**src/rtl/mem_access_pkg.sv**
```systemverilog
// mem_access_pkg: FSM states, funct3 size codes and access-legality helpers for the load/store unit.
package mem_access_pkg;
  typedef enum logic [1:0] {S_IDLE, S_BUS, S_WB, S_FAULT} state_t;
  localparam logic [2:0] F3_B  = 3'd0;
  localparam logic [2:0] F3_H  = 3'd1;
  localparam logic [2:0] F3_W  = 3'd2;
  localparam logic [2:0] F3_BU = 3'd4;
  localparam logic [2:0] F3_HU = 3'd5;
  localparam int TIMEOUT_DEFAULT = 255;
  function automatic logic f3_ok(input logic is_load, input logic [2:0] f3);
    return is_load ? (f3 == F3_B || f3 == F3_H || f3 == F3_W || f3 == F3_BU || f3 == F3_HU)
                   : (f3 == F3_B || f3 == F3_H || f3 == F3_W);
  endfunction
  // Only meaningful for supported funct3: bit1 marks word, bit0 marks half.
  function automatic logic aligned(input logic [2:0] f3, input logic [1:0] a);
    return f3[1] ? (a == 2'b00) : f3[0] ? !a[0] : 1'b1;
  endfunction
endpackage

```
**src/rtl/mem_lane_align.sv**
```systemverilog
// mem_lane_align: store-lane replication with strobes, and load-lane select with sign/zero extension.
module mem_lane_align
  import mem_access_pkg::*;
#(
  parameter int XLEN = 32
) (
  input  logic [2:0]      i_funct3,
  input  logic [1:0]      i_offset,
  input  logic [XLEN-1:0] i_store_data,
  input  logic [XLEN-1:0] i_rdata,
  output logic [XLEN-1:0] o_wdata,
  output logic [3:0]      o_wstrb,
  output logic [XLEN-1:0] o_load_data
);
  logic [XLEN-1:0] w_shift;
  assign w_shift = i_rdata >> {i_offset, 3'b000};
  always_comb begin
    o_wdata     = i_funct3[1] ? i_store_data
                : i_funct3[0] ? {(XLEN/16){i_store_data[15:0]}} : {(XLEN/8){i_store_data[7:0]}};
    o_wstrb     = i_funct3[1] ? 4'b1111
                : i_funct3[0] ? (i_offset[1] ? 4'b1100 : 4'b0011) : 4'b0001 << i_offset;
    o_load_data = i_funct3[1] ? w_shift
                : i_funct3[0] ? {{(XLEN-16){w_shift[15] & !i_funct3[2]}}, w_shift[15:0]}
                              : {{(XLEN-8){w_shift[7] & !i_funct3[2]}}, w_shift[7:0]};
  end
endmodule

```
**src/rtl/mem_access.sv**
```systemverilog
// mem_access: load/store unit running single-beat bus transactions with stall, writeback and fault reporting.
module mem_access
  import mem_access_pkg::*;
#(
  parameter int XLEN    = 32,
  parameter int TIMEOUT = TIMEOUT_DEFAULT
) (
  input  logic            clk,
  input  logic            rst,
  input  logic            load_en,
  input  logic [XLEN-1:0] load_addr,
  input  logic [4:0]      load_regs_addr,
  input  logic            store_en,
  input  logic [XLEN-1:0] store_addr,
  input  logic [XLEN-1:0] store_data,
  input  logic [2:0]      funct3,
  output logic            hold,
  output logic            regs_write_en,
  output logic [4:0]      regs_write_addr,
  output logic [XLEN-1:0] regs_write_data,
  output logic            bus_req,
  output logic            bus_we,
  output logic [XLEN-1:0] bus_addr,
  output logic [XLEN-1:0] bus_wdata,
  output logic [3:0]      bus_wstrb,
  input  logic            bus_ack,
  input  logic [XLEN-1:0] bus_rdata,
  output logic            access_fault
);
  state_t          r_state, w_next;
  logic [XLEN-1:0] r_addr, r_data, r_rdata;
  logic [2:0]      r_f3;
  logic [4:0]      r_rd;
  logic            r_we;
  logic [7:0]      r_cnt;
  logic            w_ok, w_timeout, w_bus, w_st, w_wb;
  logic [XLEN-1:0] w_wdata, w_load;
  logic [3:0]      w_wstrb;
  assign w_ok = (load_en ^ store_en) && f3_ok(load_en, funct3)
             && aligned(funct3, load_en ? load_addr[1:0] : store_addr[1:0]);
  assign w_timeout = r_cnt == 8'(TIMEOUT - 1);
  always_ff @(posedge clk) begin
    if (rst) r_state <= S_IDLE;
    else r_state <= w_next;
  end
  // An ack in the final wait cycle still wins over the timeout.
  always_comb begin
    w_next = S_IDLE;
    case (r_state)
      S_IDLE:  w_next = w_ok ? S_BUS : (load_en | store_en) ? S_FAULT : S_IDLE;
      S_BUS:   w_next = bus_ack ? (r_we ? S_IDLE : S_WB) : w_timeout ? S_FAULT : S_BUS;
      default: w_next = S_IDLE;
    endcase
  end
  always_ff @(posedge clk) begin
    if (rst) begin
      r_addr  <= '0;
      r_data  <= '0;
      r_rdata <= '0;
      r_f3    <= 3'd0;
      r_rd    <= 5'd0;
      r_we    <= 1'b0;
      r_cnt   <= 8'd0;
    end else begin
      if (r_state == S_IDLE && w_ok) begin
        r_we   <= store_en;
        r_addr <= store_en ? store_addr : load_addr;
        r_data <= store_data;
        r_f3   <= funct3;
        r_rd   <= load_en ? load_regs_addr : 5'd0;
      end
      if (r_state == S_BUS && bus_ack && !r_we) r_rdata <= bus_rdata;
      r_cnt <= (r_state == S_BUS && w_next == S_BUS) ? r_cnt + 8'd1 : 8'd0;
    end
  end
  mem_lane_align #(.XLEN(XLEN)) u_align (
    .i_funct3    (r_f3),
    .i_offset    (r_addr[1:0]),
    .i_store_data(r_data),
    .i_rdata     (r_rdata),
    .o_wdata     (w_wdata),
    .o_wstrb     (w_wstrb),
    .o_load_data (w_load)
  );
  assign w_bus = r_state == S_BUS;
  assign w_st  = w_bus & r_we;
  assign w_wb  = r_state == S_WB;
  always_comb begin
    hold            = r_state == S_IDLE ? (load_en | store_en) : w_bus;
    bus_req         = w_bus;
    bus_we          = w_st;
    bus_addr        = w_bus ? {r_addr[XLEN-1:2], 2'b00} : '0;
    bus_wdata       = w_st ? w_wdata : '0;
    bus_wstrb       = w_st ? w_wstrb : 4'b0000;
    regs_write_en   = w_wb && r_rd != 5'd0;
    regs_write_addr = w_wb ? r_rd : 5'd0;
    regs_write_data = w_wb ? w_load : '0;
    access_fault    = r_state == S_FAULT;
  end
endmodule

```
**config.mk**
```make
export PLATFORM = sky130hd
export DESIGN_NAME = mem_access
export DESIGN_NICKNAME = d
export VERILOG_FILES = /design/src/rtl/mem_access_pkg.sv /design/src/rtl/mem_lane_align.sv /design/src/rtl/mem_access.sv
export SDC_FILE = /design/constraint.sdc
export NUM_CORES = 1
export LEC_CHECK = 0
export CAP_MARGIN = 20
export CORE_MARGIN = 2
export CORE_UTILIZATION = 34
export CTS_CLUSTER_SIZE = 30
export DETAILED_ROUTE_END_ITERATION = 10
export GPL_TIMING_DRIVEN = 0
export PLACE_DENSITY = 0.72
export SLEW_MARGIN = 30
export SYNTH_ARGS = -nofsm -noshare
export SYNTH_HDL_FRONTEND = slang
export SYNTH_SLANG_ARGS = --single-unit
```
**constraint.sdc**
```tcl
create_clock -name clk -period 4.2 [get_ports clk]
set_input_delay 0.42 -clock clk [delete_from_list [all_inputs] [get_ports clk]]
set_output_delay 0.42 -clock clk [all_outputs]
set_load 0.1 [all_outputs]
```
==> flow_summary.json <==
{
  "status": "finished, final reports clean",
  "arrival_ns": 3.35,
  "skew_ns": 0.006067,
  "insertion_delay_ns": 0.43,
  "dp.cells": 1272,
  "tightest_slew_ns": 1.022,
  "hold_depth": 3,
  "r2r_cells": 7,
  "path_max_fanout": 10,
  "coreArea_sq_um": 18770,
  "post-route-period-util_pct": 89.67,
  "drt_iter0_drc": 491,
  "start_util_pct": 34.87,
  "cp.depth": 5,
  "crit_chain": "nor2b_2, clkbuf_1, clkbuf_1, and2_1, clkdlybuf4s50_1",
  "crit_type": "reg -> out",
  "cellPowerDensity_nw_per_um2": 357.2,
  "ys_seq_area_share_pct": 35.18,
  "drc": 0,
  "io-pin-count": 251,
  "rows": 50,
  "hold_buffers": 0,
  "clkPwrFrac_pct": 44.8,
  "instances_no_fill": 1304,
  "fin_tns_setup_ns": 0,
  "crit_top_cell": "clkbuf_1",
  "diodes": 0,
  "holdWs_ns": 0.3746,
  "vias_per_cell": 5.257,
  "die_area_sq_um": 20370,
  "yosys_warnings": 0,
  "max_cap_viol_count": 0,
  "overflow": 0,
  "ys.flop_type": "dfxtp_1",
  "max-slew-margin-rel_pct": 31.65,
  "combPwrFrac_pct": 21.6,
  "p_leak_nw": 3.557,
  "postRouteAntennaNets": 0,
  "final_common_cell": "clkdlybuf4s50_1",
  "path_delay_family": "buffers and inverters",
  "cts_resized": 0,
  "grt_pass1_vias": 6709,
  "grtUsageTotal_pct": 23.22,
  "cts_tree": "built",
  "portBuffers": 245,
  "ys_ff_latch": 115,
  "wl_um": 23680,
  "final_max_slew_viol_count": 0,
  "grt_max_degree": 17,
  "postCtsSetupRepairBufs": 0,
  "p_int_mw": 2.519,
  "antenna_found_initial": 0,
  "p_seq_share_pct": 33.5,
  "fp.dieW_um": 142.7,
  "critPathRequiredTime_ns": 3.78,
  "wl_per_cell_um": 18.16,
  "place.gp.congestion": 0.8600,
  "hpwl_um": 17660,
  "htreeDepth": 4,
  "synth_edf_count": 0,
  "synthArstFlopShare_pct": 0,
  "most-common-layout-cells": "244 x clkdlybuf4s50_1, 116 x a21oi_1, 115 x dfxtp_1, 84 x nand2_1, 67 x mux2i_1",
  "numCtsBuffers": 17,
  "setup_viol": 0,
  "critPathMaxStageDelay_ns": 1.15,
  "cts_root_buf": "clkbuf_16",
  "clock_sink_count": 115,
  "yosysUniqueCellTypes": 51,
  "syn_inst": 792,
  "die_y_um": 142.7,
  "rsz0062_at_grt": "false",
  "ir_worst_vdd_mv": 0.3179,
  "p_sw_mw": 1.031,
  "hp-class": "in -> reg",
  "switching_share_pct": 29.04,
  "nNetsFinal": 1202,
  "clkTransAtPathRegs_ns": 0.06,
  "max_freq_ghz": 0.2655,
  "final_hold_viol_count": 0,
  "crit_path_end_kind": "output port",
  "drive_gt1_share_pct": 13.36,
  "nFillCells": 1770,
  "period_needed_ns": 3.766,
  "cts_buffer_depth": 2,
  "first_pass_iters": 5,
  "netlist_area_sq_um": 6544,
  "synthToLayoutAreaGrowth_pct": 51.84,
  "vias": 6855,
  "cp_slowest_cell": "clkdlybuf4s50_1",
  "path_buf_inv": 3,
  "grt_pass1_wl_um": 36410,
  "startpoint_type": "flop",
  "post-route-util_pct": 52.94,
  "syn_area_per_cell_sq_um": 8.262
}
-- final timing paths --
kind | start | to | slack, ns
max | r_state[0] | bus_addr[14] | 0.43
min | load_en | r_rd[0] | 0.37
max reg2reg | r_state[1] | r_rd[2] | 2.42
min reg2reg | r_rdata[12] | r_rdata[12] | 0.45
-- synthesized netlist by cell type (all sizes together) (4+ instances only) --
cell	number	area, sq um
clkbuf	37	145.1
ha	4	50.05
a21oi	145	834.6
inv	7	26.28
nand2	84	315.3
o21ai	52	260.3
mux2i	67	670.6
nand4	7	43.79
a21o	8	60.06
and2	37	231.5
buf	41	320.3
nor2b	11	71.32
nand2b	4	25.02
nand3	39	195.2
dfxtp	115	2302
nor2	50	197.7
xor2	5	43.79
and3	10	62.56
a211oi	46	490.5
-- registers in the layout, summed over array words and instances (netlist names) --
name and count:
r_cnt 8, r_rd 5, r_f3 3, r_rdata 32, r_data 32, r_addr 32
r_state 2, r_we 1
-- layer usage --
layer / GRT usage [%] / routed length (um) / vias to the layer above
li1: - / - / 3320
met1: 29.55 / 10390 / 3202
met2: 38.61 / 11150 / 287
met3: 5.164 / 1611 / 46
met4: 8.442 / 531 / 0
met5: 0 / 0 / -
-- stage by stage --
stage | cell area, sq um | power [mW] | setup WS, ns
global route | 9936 | 3.665 | 0.2479
detailed placement | 9288 | 1.976 | 0.8723
global placement | 9293 | 1.969 | 0.9082
floorplan | 6548 | 1.691 | 0.4873
CTS | 9936 | 3.567 | 0.4051
finish | 9936 | 3.549 | 0.4339
-- cell families after synthesis --
logic type      count (synthesis)  share of synthesized area [%]
compound gates                261                          26.73
xor+xnor                        6                         0.8031
fa+ha+maj                       4                         0.7648
buf+inv                        85                          7.514
flops                         115                          35.18
mux                            68                          10.42
other cells                     1                        0.05731
simple gates                  252                          18.53
-- area by class of cell --
cell class | instances | area, sq um | area share [%]
Multi-Input combinational cell | 593 | 3754 | 37.78
Timing Repair Buffer | 245 | 2447 | 24.63
Sequential cell | 115 | 2302 | 23.17
Clock buffer | 24 | 501.7 | 5.050
Buffer | 78 | 465.4 | 4.685
Tap cell | 234 | 292.8 | 2.947
Clock inverter | 8 | 146.4 | 1.473
Inverter | 7 | 26.28 | 0.2645
-- power groups by stage --
stage                     clock network, mW  registers, mW  logic [mW]
final                                  1.59           1.19       0.768
after global routing                   1.65           1.20       0.822
after CTS                              1.61           1.19       0.768
after detailed placement                  0           1.21       0.764
after global placement                    0           1.21       0.759
after floorplan                           0           1.20       0.494
-- worst reg2reg max path: stages, from the launching register on --
cell      delay [ns]
dfxtp_1         0.29
clkbuf_2        0.17
nor2_1          0.20
o211a_1         0.18
buf_4           0.20
buf_2           0.26
nand4_1         0.21
a21oi_1         0.20
No activity file was read; power rests on OpenSTA's default activity.
